[src/rtl/transc_pipe.sv]
// Six-stage chroma transform pipeline: luma-knee bypass, LUT mean/scale
// remap with signed scaling, per-channel offset and saturation. All stages advance on ce.
module transc_pipe #(
    parameter int DW         = 8,
    parameter int FRAC       = 8,
    parameter int KL         = 125,
    parameter int KH         = 188,
    parameter int MEAN_KH_CR = 154,
    parameter int MEAN_KH_CB = 108
) (
    input  logic                 clk,
    input  logic                 rst,
    input  logic                 ce,
    input  logic                 in_valid,
    input  logic                 in_sel,
    input  logic [DW-1:0]        in_y,
    input  logic [DW-1:0]        in_c,
    output logic [DW-1:0]        lut_y,
    output logic                 lut_sel,
    input  logic [DW-1:0]        lut_mean,
    input  logic [DW+FRAC-1:0]   lut_wscale,
    output logic                 out_valid,
    output logic                 out_sel,
    output logic [DW-1:0]        out_c
);

    localparam int WW  = DW + FRAC;
    localparam int DFW = DW + 1;
    // Product width holds any diff * wscale exactly; sum keeps the same width so
    // adding the offset can never overflow.
    localparam int PFW = DFW + WW + 1;

    localparam logic [DW-1:0] KL_V   = DW'(KL);
    localparam logic [DW-1:0] KH_V   = DW'(KH);
    localparam logic [DW-1:0] OFF_CR = DW'(MEAN_KH_CR);
    localparam logic [DW-1:0] OFF_CB = DW'(MEAN_KH_CB);

    // stage 0
    logic                  s0_valid_q, s0_valid_d;
    logic                  s0_sel_q, s0_sel_d;
    logic [DW-1:0]         s0_y_q, s0_y_d;
    logic [DW-1:0]         s0_c_q, s0_c_d;
    // stage 1
    logic                  s1_valid_q, s1_valid_d;
    logic                  s1_sel_q, s1_sel_d;
    logic [DW-1:0]         s1_c_q, s1_c_d;
    logic                  s1_byp_q, s1_byp_d;
    logic [DW-1:0]         s1_mean_q, s1_mean_d;
    logic [WW-1:0]         s1_ws_q, s1_ws_d;
    // stage 2
    logic                  s2_valid_q, s2_valid_d;
    logic                  s2_sel_q, s2_sel_d;
    logic [DW-1:0]         s2_c_q, s2_c_d;
    logic                  s2_byp_q, s2_byp_d;
    logic signed [DFW-1:0] s2_diff_q, s2_diff_d;
    logic [WW-1:0]         s2_ws_q, s2_ws_d;
    // stage 3
    logic                  s3_valid_q, s3_valid_d;
    logic                  s3_sel_q, s3_sel_d;
    logic [DW-1:0]         s3_c_q, s3_c_d;
    logic                  s3_byp_q, s3_byp_d;
    logic signed [PFW-1:0] s3_prod_q, s3_prod_d;
    // stage 4
    logic                  s4_valid_q, s4_valid_d;
    logic                  s4_sel_q, s4_sel_d;
    logic [DW-1:0]         s4_c_q, s4_c_d;
    logic                  s4_byp_q, s4_byp_d;
    logic signed [PFW-1:0] s4_sum_q, s4_sum_d;
    // stage 5 (output)
    logic                  out_valid_q, out_valid_d;
    logic                  out_sel_q, out_sel_d;
    logic [DW-1:0]         out_c_q, out_c_d;

    logic signed [PFW-1:0] diff_ext;
    logic signed [PFW-1:0] ws_ext;
    logic signed [PFW-1:0] prod_full;
    logic signed [PFW-1:0] off_ext;
    logic [DW-1:0]         sat_c;

    assign lut_y     = s0_y_q;
    assign lut_sel   = s0_sel_q;
    assign out_valid = out_valid_q;
    assign out_sel   = out_sel_q;
    assign out_c     = out_c_q;

    always_comb begin
        diff_ext  = {{(PFW-DFW){s2_diff_q[DFW-1]}}, s2_diff_q};
        ws_ext    = {{(PFW-WW){1'b0}}, s2_ws_q};
        prod_full = diff_ext * ws_ext;
        off_ext   = {{(PFW-DW){1'b0}}, (s3_sel_q ? OFF_CB : OFF_CR)};

        if (s4_sum_q[PFW-1]) begin
            sat_c = '0;
        end else if (|s4_sum_q[PFW-2:DW]) begin
            sat_c = '1;
        end else begin
            sat_c = s4_sum_q[DW-1:0];
        end
    end

    always_comb begin
        s0_valid_d  = s0_valid_q;
        s0_sel_d    = s0_sel_q;
        s0_y_d      = s0_y_q;
        s0_c_d      = s0_c_q;
        s1_valid_d  = s1_valid_q;
        s1_sel_d    = s1_sel_q;
        s1_c_d      = s1_c_q;
        s1_byp_d    = s1_byp_q;
        s1_mean_d   = s1_mean_q;
        s1_ws_d     = s1_ws_q;
        s2_valid_d  = s2_valid_q;
        s2_sel_d    = s2_sel_q;
        s2_c_d      = s2_c_q;
        s2_byp_d    = s2_byp_q;
        s2_diff_d   = s2_diff_q;
        s2_ws_d     = s2_ws_q;
        s3_valid_d  = s3_valid_q;
        s3_sel_d    = s3_sel_q;
        s3_c_d      = s3_c_q;
        s3_byp_d    = s3_byp_q;
        s3_prod_d   = s3_prod_q;
        s4_valid_d  = s4_valid_q;
        s4_sel_d    = s4_sel_q;
        s4_c_d      = s4_c_q;
        s4_byp_d    = s4_byp_q;
        s4_sum_d    = s4_sum_q;
        out_valid_d = out_valid_q;
        out_sel_d   = out_sel_q;
        out_c_d     = out_c_q;

        if (ce) begin
            s0_valid_d  = in_valid;
            s0_sel_d    = in_sel;
            s0_y_d      = in_y;
            s0_c_d      = in_c;

            s1_valid_d  = s0_valid_q;
            s1_sel_d    = s0_sel_q;
            s1_c_d      = s0_c_q;
            s1_byp_d    = (s0_y_q >= KL_V) && (s0_y_q <= KH_V);
            s1_mean_d   = lut_mean;
            s1_ws_d     = lut_wscale;

            s2_valid_d  = s1_valid_q;
            s2_sel_d    = s1_sel_q;
            s2_c_d      = s1_c_q;
            s2_byp_d    = s1_byp_q;
            s2_diff_d   = $signed({1'b0, s1_c_q}) - $signed({1'b0, s1_mean_q});
            s2_ws_d     = s1_ws_q;

            // Arithmetic shift of a signed value floors toward negative infinity.
            s3_valid_d  = s2_valid_q;
            s3_sel_d    = s2_sel_q;
            s3_c_d      = s2_c_q;
            s3_byp_d    = s2_byp_q;
            s3_prod_d   = prod_full >>> FRAC;

            s4_valid_d  = s3_valid_q;
            s4_sel_d    = s3_sel_q;
            s4_c_d      = s3_c_q;
            s4_byp_d    = s3_byp_q;
            s4_sum_d    = s3_prod_q + off_ext;

            out_valid_d = s4_valid_q;
            out_sel_d   = s4_sel_q;
            out_c_d     = s4_byp_q ? s4_c_q : sat_c;
        end
    end

    always_ff @(posedge clk) begin
        if (rst) begin
            s0_valid_q  <= 1'b0;
            s0_sel_q    <= 1'b0;
            s0_y_q      <= '0;
            s0_c_q      <= '0;
            s1_valid_q  <= 1'b0;
            s1_sel_q    <= 1'b0;
            s1_c_q      <= '0;
            s1_byp_q    <= 1'b0;
            s1_mean_q   <= '0;
            s1_ws_q     <= '0;
            s2_valid_q  <= 1'b0;
            s2_sel_q    <= 1'b0;
            s2_c_q      <= '0;
            s2_byp_q    <= 1'b0;
            s2_diff_q   <= '0;
            s2_ws_q     <= '0;
            s3_valid_q  <= 1'b0;
            s3_sel_q    <= 1'b0;
            s3_c_q      <= '0;
            s3_byp_q    <= 1'b0;
            s3_prod_q   <= '0;
            s4_valid_q  <= 1'b0;
            s4_sel_q    <= 1'b0;
            s4_c_q      <= '0;
            s4_byp_q    <= 1'b0;
            s4_sum_q    <= '0;
            out_valid_q <= 1'b0;
            out_sel_q   <= 1'b0;
            out_c_q     <= '0;
        end else begin
            s0_valid_q  <= s0_valid_d;
            s0_sel_q    <= s0_sel_d;
            s0_y_q      <= s0_y_d;
            s0_c_q      <= s0_c_d;
            s1_valid_q  <= s1_valid_d;
            s1_sel_q    <= s1_sel_d;
            s1_c_q      <= s1_c_d;
            s1_byp_q    <= s1_byp_d;
            s1_mean_q   <= s1_mean_d;
            s1_ws_q     <= s1_ws_d;
            s2_valid_q  <= s2_valid_d;
            s2_sel_q    <= s2_sel_d;
            s2_c_q      <= s2_c_d;
            s2_byp_q    <= s2_byp_d;
            s2_diff_q   <= s2_diff_d;
            s2_ws_q     <= s2_ws_d;
            s3_valid_q  <= s3_valid_d;
            s3_sel_q    <= s3_sel_d;
            s3_c_q      <= s3_c_d;
            s3_byp_q    <= s3_byp_d;
            s3_prod_q   <= s3_prod_d;
            s4_valid_q  <= s4_valid_d;
            s4_sel_q    <= s4_sel_d;
            s4_c_q      <= s4_c_d;
            s4_byp_q    <= s4_byp_d;
            s4_sum_q    <= s4_sum_d;
            out_valid_q <= out_valid_d;
            out_sel_q   <= out_sel_d;
            out_c_q     <= out_c_d;
        end
    end

endmodule

[config.mk]
export PLATFORM = sky130hd
export DESIGN_NAME = transc_pipe
export DESIGN_NICKNAME = d
export VERILOG_FILES = /design/src/rtl/transc_pipe.sv
export SDC_FILE = /design/constraint.sdc
export NUM_CORES = 1
export LEC_CHECK = 0
export ABC_AREA = 1
export CAP_MARGIN = 15
export CORE_ASPECT_RATIO = 1.5
export CORE_MARGIN = 1
export CORE_UTILIZATION = 65
export DETAILED_ROUTE_END_ITERATION = 10
export PLACE_DENSITY = 0.83
export REMOVE_ABC_BUFFERS = 1
export SYNTH_ARGS = -nofsm -noshare
export SYNTH_HDL_FRONTEND = slang
export SYNTH_SLANG_ARGS = --single-unit
[constraint.sdc]
create_clock -name clk -period 14.5 [get_ports clk]
set_input_delay 3.625 -clock clk [delete_from_list [all_inputs] [get_ports clk]]
set_output_delay 3.625 -clock clk [all_outputs]
set_load 0.05 [all_outputs]
==> impl_results.rst, run 1 <==
.. list-table::
   :header-rows: 1

   * - Metric
     - Value
   * - Outcome
     - finished, final reports clean
   * - Fin crit share
     - 38.7%
   * - TNS Setup
     - 0 ns
   * - Critical R2R Launch
     - s2_diff_q[8]
   * - Leak
     - 6.57 nW
   * - Clk root buf
     - sky130_fd_sc_hd__clkbuf_16
   * - Post-CTS setup buffer count
     - 0
   * - Total power density per cell area
     - 108 mW/mm^2
   * - Final Routed Wirelength
     - 26000 microns
   * - R2R Setup Slk
     - 8.89 ns
   * - Peak supply drop
     - 0.0980 mV
   * - Via/cell ratio
     - 5.56
   * - Count of nets after finishing
     - ~1800
   * - Critical Path End Type
     - flip-flop
   * - Area growth from synthesis to layout
     - 10.5%
   * - CTS tree
     - yes
   * - Min-Delay Startpoint
     - s1_mean_q[6]
   * - Transition time at the pin with the least slew margin
     - 1.08 ns
   * - Cells on worst reg2reg path
     - 19
   * - Initial cell density of the core
     - 66.8%
   * - Worst hold slack
     - 0.463 ns
   * - Cell at the slowest stage of the critical path
     - sky130_fd_sc_hd__fa_1
   * - TritonCTS buffer count
     - 17
   * - Buffer levels on the longest clock path
     - 2
   * - Global-route wire length before repair
     - about 44000 microns
   * - Number of detailed-routing iterations run before antenna repair
     - 6
   * - Number of design-rule violations left by the first detailed-router iteration
     - about 610
   * - Data required time of the critical path
     - around 15 ns
   * - Synth Warn #
     - 0
   * - Clock-pin transition on the worst setup and hold timing paths
     - ~0.070 ns
   * - Launch point of the worst path
     - s2_diff_q[8]
   * - Die boundary height
     - around 160 microns
   * - Floorplan row count
     - 58
   * - Max-cap viol count
     - 0
   * - Max stage delay on crit path
     - between 0.5 and 0.6 ns
   * - Die Span X
     - 109 microns
   * - Ratio of cells with drive above 1 in the final layout
     - 3.57%
   * - Max-slew violation count
     - 0
   * - Detailed-placement wirelength estimate
     - 18300 microns
   * - Cell occurring most often along the worst timing path
     - sky130_fd_sc_hd__fa_1
   * - Worst clock skew on the final layout
     - roughly 0.009 ns
   * - Floorplan die area
     - between 0.015 and 0.02 sq mm
   * - Netlist area before placement
     - 0.0112 sq mm
   * - Yosys reg bits
     - between 150 and 200
   * - Port Buf Inserts
     - 63
   * - Number of stages on the worst hold path
     - 2
   * - H-Tree Depth
     - 4
   * - Initial antenna violation count
     - 0
   * - Sequential area share after synthesis
     - 28.1%
   * - Maximum clock frequency
     - 0.178 GHz
   * - Hold bufs inserted after CTS
     - 0
   * - CTS Sinks
     - 158
   * - Critical setup path kind
     - flip-flop to flip-flop
   * - Detailed-route wire length per cell
     - 14.8 microns
   * - Endpoint of the worst register-to-register path
     - s3_prod_q[11]
   * - Mean post-synth cell area
     - 7.37 sq um
   * - Classification of the worst-slack hold path
     - flip-flop to flip-flop
   * - Category of the worst setup path launch point
     - flip-flop
   * - Vias in the first global route
     - 9884
   * - Number of inserted diodes
     - 0
   * - Congestion Overflow GR
     - 0
   * - Count of cell types in the netlist
     - 34
   * - Final hold violation count
     - 0
   * - Worst Hold Path EP
     - s1_mean_q[6]
   * - DRT antenna net count
     - 0
   * - Core footprint
     - roughly 0.017 sq mm
   * - Maximum number of pins on one net before global-route repair
     - 111
   * - DP Worst Slack
     - 8.51 ns
   * - Final setup margin
     - 8.89 ns
   * - Count of final setup violators
     - 0
   * - Total vias in the final route
     - 9735
   * - I/O Pins
     - 64
   * - Remaining routing DRC violations
     - 0
   * - Total track usage
     - 31.5%
   * - Number of fill cells in the layout
     - 1352
   * - Source-to-sink clock delay at the later pin of the worst-skew pair
     - ~0.44 ns
   * - Critical-path maximum fanout
     - 16
   * - Worst path arrival time
     - around 6 ns
   * - Global placer's final weighted congestion
     - 0.909
   * - Relative slew margins
     - 28.2%
   * - Cell Chain, Critical Path
     - inv_1, or2_2, fa_1, fa_1, inv_1, fa_1, fa_1, fa_1, ha_1, a21oi_1, o21ai_0, a21oi_1, nand2_1, nand2_1, nand3_1, nand2_1, nand3_1, nand2_1, inv_1
   * - Minimum period implied by the final worst setup slack
     - 5.61 ns
   * - Cell count after synthesis
     - 1526
   * - RSZ-0062 raised after global routing
     - false
   * - Post-CTS resize count
     - 0
flip-flops by register name, summed over array words and instances (netlist names), 9 cells and up:
| signal | count |
|---|---|
| s4_sum_q | 19 |
| s3_prod_q | 18 |
| s1_ws_q | 16 |
| s2_ws_q | 16 |
| s2_diff_q | 9 |
power breakdown:
| group | switching [mW] | internal (mW) | total, mW |
|---|---|---|---|
| registers | 0.0455 | 0.471 | 0.516 |
| logic | 0.239 | 0.147 | 0.385 |
| clock network | 0.209 | 0.229 | 0.438 |
per-layer routing:
layer | track usage (%) | part of all wire (%) | up-vias
li1 | - | - | 4729
met1 | 34.9 | 39 | 4649
met5 | 0 | 0 | -
met2 | 56.9 | 53 | 271
met3 | 5.55 | 4.4 | 86
met4 | 16.0 | 3.9 | 0
metrics by stage:
| step | utilization (%) | total power, mW | cells | area [sq um] |
|---|---|---|---|---|
| 6_report | 73.8 | 1.34 | 1751 | 12400 |
| 5_1_grt | 73.8 | 1.42 | 1751 | 12400 |
| 4_1_cts | 73.8 | 1.34 | 1751 | 12400 |
| 3_5_place_dp | 70.4 | 0.905 | 1720 | 11900 |
| 3_3_place_gp | 70.4 | 0.895 | 1720 | 11900 |
| 2_1_floorplan | - | 0.780 | 1442 | 10900 |
worst max path at each step:
stage	end	depth (start not counted)
final	s3_prod_q[11]	19
after global placement	s3_prod_q[8]	7
after global routing	s3_prod_q[11]	19
after floorplan	s3_prod_q[15]	4
after CTS	s3_prod_q[15]	19
after detailed placement	s3_prod_q[8]	7
Yosys cell counts, drive strengths merged:
library cell	number	area (sq um)
a21o	5	37.5
nor3	8	40.0
clkbuf	73	274
clkinv	1	3.75
o21bai	1	7.51
nand4	6	43.8
inv	239	897
fa	100	2000
and2	1	6.26
o21ai	171	863
xor2	15	131
dfxtp	158	3160
a21oi	76	380
o221ai	2	17.5
o21a	2	15.0
ha	78	976
nand3	39	195
buf	11	47.5
nand2	230	886
nor4	6	43.8
xnor2	6	52.6
o211ai	5	37.5
nand3b	1	7.51
nor2	287	1080
a31o	1	8.76
or2	4	25.0
kinds of logic after synthesis:
family | share of synthesized area [%]
flops | 28.1
buf+inv | 10.9
fa+ha+maj | 26.5
compound gates | 12.2
simple gates | 20.7
xor+xnor | 1.64
worst max-delay path: cells and delay by family, from the launching register on:
kind / cells / cell delay [ns]
AOI/OAI and AO/OA: 3 / 0.65
and+or+nand+nor: 7 / 0.95
buffers and inverters: 3 / 0.45
adders and majority gates: 6 / 2.99
DFF: 1 / 0.48
cell type report:
cell class / instances / area, sq um / area share, %
well taps: 210 / 263 / 2.11
multi-input cells: 1044 / 6860 / 55.2
clock buffers: 17 / 425 / 3.42
clock inverters: 14 / 148 / 1.19
inverters: 240 / 903 / 7.27
repair buffers: 68 / 666 / 5.36
flip-flops and latches: 158 / 3160 / 25.4
layout by cell type (no fill, tap or decap), types with 8 or more instances in the layout:
master,instances
sky130_fd_sc_hd__nor2_1,286
sky130_fd_sc_hd__inv_1,238
sky130_fd_sc_hd__nand2_1,223
sky130_fd_sc_hd__o21ai_0,165
sky130_fd_sc_hd__dfxtp_1,158
sky130_fd_sc_hd__fa_1,100
sky130_fd_sc_hd__ha_1,78
sky130_fd_sc_hd__a21oi_1,76
sky130_fd_sc_hd__clkdlybuf4s50_1,62
sky130_fd_sc_hd__nand3_1,39
sky130_fd_sc_hd__clkbuf_16,17
sky130_fd_sc_hd__xor2_1,15
sky130_fd_sc_hd__nor3_1,8
(Power assumes the default switching activity.)
==> inputs of run 2 (changes only) <==
Settings changed: CORE_UTILIZATION 65 to 55, PLACE_DENSITY 0.83 to 0.74.
Clock period 14.5 ns to 4.9 ns, I/O delays scaled along.
==> impl_results.rst, run 2 (synthesized netlist as in run 1, its figures left out) <==
.. list-table::
   :header-rows: 1

   * - Metric
     - Value
   * - Peak supply drop
     - 0.297 mV (+200%)
   * - H-Tree Depth
     - 4 (unchanged)
   * - TritonCTS buffer count
     - 17 (unchanged)
   * - Critical setup path kind
     - flip-flop to flip-flop
   * - TNS Setup
     - 0 ns (unchanged)
   * - Critical Path End Type
     - flip-flop
   * - Critical-path maximum fanout
     - 4 (-12)
   * - Max-slew violation count
     - 0 (unchanged)
   * - Number of detailed-routing iterations run before antenna repair
     - 5 (-1)
   * - Total track usage
     - 26.6% (-5.0 points)
   * - Multi-input gate area
     - 0.00697 sq mm (+1.5%)
   * - Initial cell density of the core
     - 56.4% (-10 points)
   * - Most frequent standard cell in the layout excluding fill and tap cells
     - sky130_fd_sc_hd__nor2_1
   * - Source-to-sink clock delay at the later pin of the worst-skew pair
     - 0.43 ns (about the same)
   * - Port Buf Inserts
     - 63 (unchanged)
   * - Clock-pin transition on the worst setup and hold timing paths
     - 0.06 ns (about the same)
   * - Maximum number of pins on one net before global-route repair
     - 96 (-14%)
   * - PnR Total Power
     - 3.98 mW (+200%)
   * - Leak
     - 6.78 nW (+3.2%)
   * - Commonest cells after routing, fill and taps aside
     - sky130_fd_sc_hd__nor2_1 (283), sky130_fd_sc_hd__inv_1 (238), sky130_fd_sc_hd__nand2_1 (220)
   * - Total vias in the final route
     - 9646 (-0.91%)
   * - Clk root buf
     - sky130_fd_sc_hd__clkbuf_16
   * - Max-cap viol count
     - 0 (unchanged)
   * - Transition time at the pin with the least slew margin
     - 0.937 ns (-0.139 ns)
   * - Congestion Overflow GR
     - 0 (unchanged)
   * - Core footprint
     - 0.0199 sq mm (+18%)
   * - Area growth from synthesis to layout
     - 15.0%
   * - CTS Sinks
     - 158 (unchanged)
   * - Largest register FFs
     - 19 (unchanged)
   * - Floorplan die area
     - 0.0210 sq mm (+18%)
   * - I/O Pins
     - 64 (unchanged)
   * - Count of final setup violators
     - 0 (unchanged)
   * - Ratio of cells with drive above 1 in the final layout
     - 8.23% (+4.7 points)
   * - FF+latch area
     - 0.00318 sq mm (+0.67%)
   * - Vias in the first global route
     - 9650 (-2.4%)
   * - Category of the worst setup path launch point
     - flip-flop
   * - Floorplan row count
     - 63 (+8.6%)
   * - Global-route wire length before repair
     - 44600 microns (+0.97%)
   * - Via/cell ratio
     - 5.24 (-5.7%)
   * - Number of inserted diodes
     - 0 (unchanged)
   * - Final hold violation count
     - 0 (unchanged)
   * - Count of nets after finishing
     - 1791 (+2.2%)
   * - Global placer's final weighted congestion
     - 0.887 (-2.4%)
   * - CTS tree
     - yes
   * - Reg with most FFs
     - s4_sum_q
   * - Relative slew margins
     - 37.5% (+9.3 points)
   * - Number of design-rule violations left by the first detailed-router iteration
     - 606 (-0.49%)
   * - Detailed-placement wirelength estimate
     - 19300 microns (+5.5%)
   * - Initial antenna violation count
     - 0 (unchanged)
   * - Detailed-route wire length per cell
     - 14.1 microns (-4.9%)
   * - Worst clock skew on the final layout
     - 0.00647 ns (-0.00243 ns)
   * - Die boundary height
     - 177 microns (+8.6%)
   * - Fin crit share
     - 96.0% (+57 points)
   * - Worst path arrival time
     - 5.02 ns (-0.93 ns)
   * - Registers with the most flip-flops
     - s4_sum_q: 19 flops, s3_prod_q: 18 flops
   * - Final Routed Wirelength
     - 26000 microns (about the same)
   * - Maximum clock frequency
     - 0.213 GHz (+19%)
   * - Minimum period implied by the final worst setup slack
     - 4.70 ns (-0.908 ns)
   * - Worst hold slack
     - 0.464 ns (+0.00111 ns)
   * - Total power density per cell area
     - 308 mW/mm^2 (+190%)
   * - Remaining routing DRC violations
     - 0 (unchanged)
   * - Classification of the worst-slack hold path
     - flip-flop to flip-flop
   * - Number of fill cells in the layout
     - 1775 (+31%)
   * - Buffer levels on the longest clock path
     - 2 (unchanged)
   * - Die Span X
     - 119 microns (+8.6%)
   * - Outcome
     - finished, final reports clean
   * - DRT antenna net count
     - 0 (unchanged)
   * - Data required time of the critical path
     - 5.22 ns (-9.62 ns)
run 2: report_power, final:
| group | internal (mW) | leakage [nW] | switching (mW) |
|---|---|---|---|
| Sequential | 1.40 | 1.32 | 0.0943 |
| Combinational | 0.498 | 5.21 | 0.766 |
| Clock | 0.675 | 0.255 | 0.555 |
run 2: critical path, cell delays in order (launching register included):
cell and delay [ns]:
sky130_fd_sc_hd__dfxtp_1 0.33, sky130_fd_sc_hd__inv_1 0.06, sky130_fd_sc_hd__or2_2 0.29, sky130_fd_sc_hd__fa_1 0.49, sky130_fd_sc_hd__fa_1 0.55, sky130_fd_sc_hd__inv_1 0.05, sky130_fd_sc_hd__fa_1 0.47, sky130_fd_sc_hd__fa_1 0.57
sky130_fd_sc_hd__fa_1 0.46, sky130_fd_sc_hd__ha_4 0.28, sky130_fd_sc_hd__a21oi_2 0.16, sky130_fd_sc_hd__o21ai_0 0.11, sky130_fd_sc_hd__a21oi_1 0.14, sky130_fd_sc_hd__nand2_1 0.12, sky130_fd_sc_hd__buf_4 0.15, sky130_fd_sc_hd__xor2_1 0.14
sky130_fd_sc_hd__o21ai_0 0.17, sky130_fd_sc_hd__inv_1 0.06
run 2: final cells by class:
| type | instances | share of cell area [%] |
|---|---|---|
| timing repair buffer | 107 | 7.85 |
| inverter | 240 | 6.98 |
| clock buffer | 20 | 3.53 |
| clock inverter | 11 | 0.648 |
| multi-input combinational | 1044 | 53.9 |
| sequential | 158 | 24.6 |
| tap | 260 | 2.51 |
run 2: path summary, 6_finish.rpt:
| check | start | endpoint | slack, ns | cells past startpoint |
|---|---|---|---|---|
| worst max register to register | s2_diff_q[8] | s3_prod_q[7] | 0.20 | 17 |
| worst max-delay path | s2_diff_q[8] | s3_prod_q[7] | 0.20 | 17 |
| worst min register to register | s1_mean_q[4] | s1_mean_q[4] | 0.46 | 2 |
| worst min-delay path | s1_mean_q[4] | s1_mean_q[4] | 0.46 | 2 |
run 2: routing by layer:
| metal | share of wire, % | global-route usage [%] | vias to the layer above |
|---|---|---|---|
| met5 | 0 | 0 | - |
| met4 | 3.2 | 11.0 | 0 |
| met3 | 3.6 | 3.48 | 58 |
| met2 | 52 | 49.8 | 211 |
| met1 | 41 | 30.1 | 4568 |
| li1 | - | - | 4809 |
run 2: metrics by stage:
step	instance area, sq um	setup slack [ns]	cells	util, %
6_report	12900	0.196	1840	64.9
5_1_grt	12900	-0.0328	1840	64.9
4_1_cts	12800	0.0473	1838	64.1
3_5_place_dp	12200	0.0175	1807	61.4
3_3_place_gp	12200	0.0587	1807	61.4
2_1_floorplan	10900	0.0253	1442	-
run 2: timing repair:
action / in CTS / in global routing
pin swaps: 0 / 9
resized for setup: 1 / 45
setup buffers: 0 / 2
setup endpoints to repair: 1 / 13
hold buffers: 0 / 0
==> inputs of run 3 (changes only) <==
Settings changed: CTS_CLUSTER_DIAMETER from default to 80.
==> results of run 3 <==
The final DEF is identical to that of run 2; final timing and power are the same.
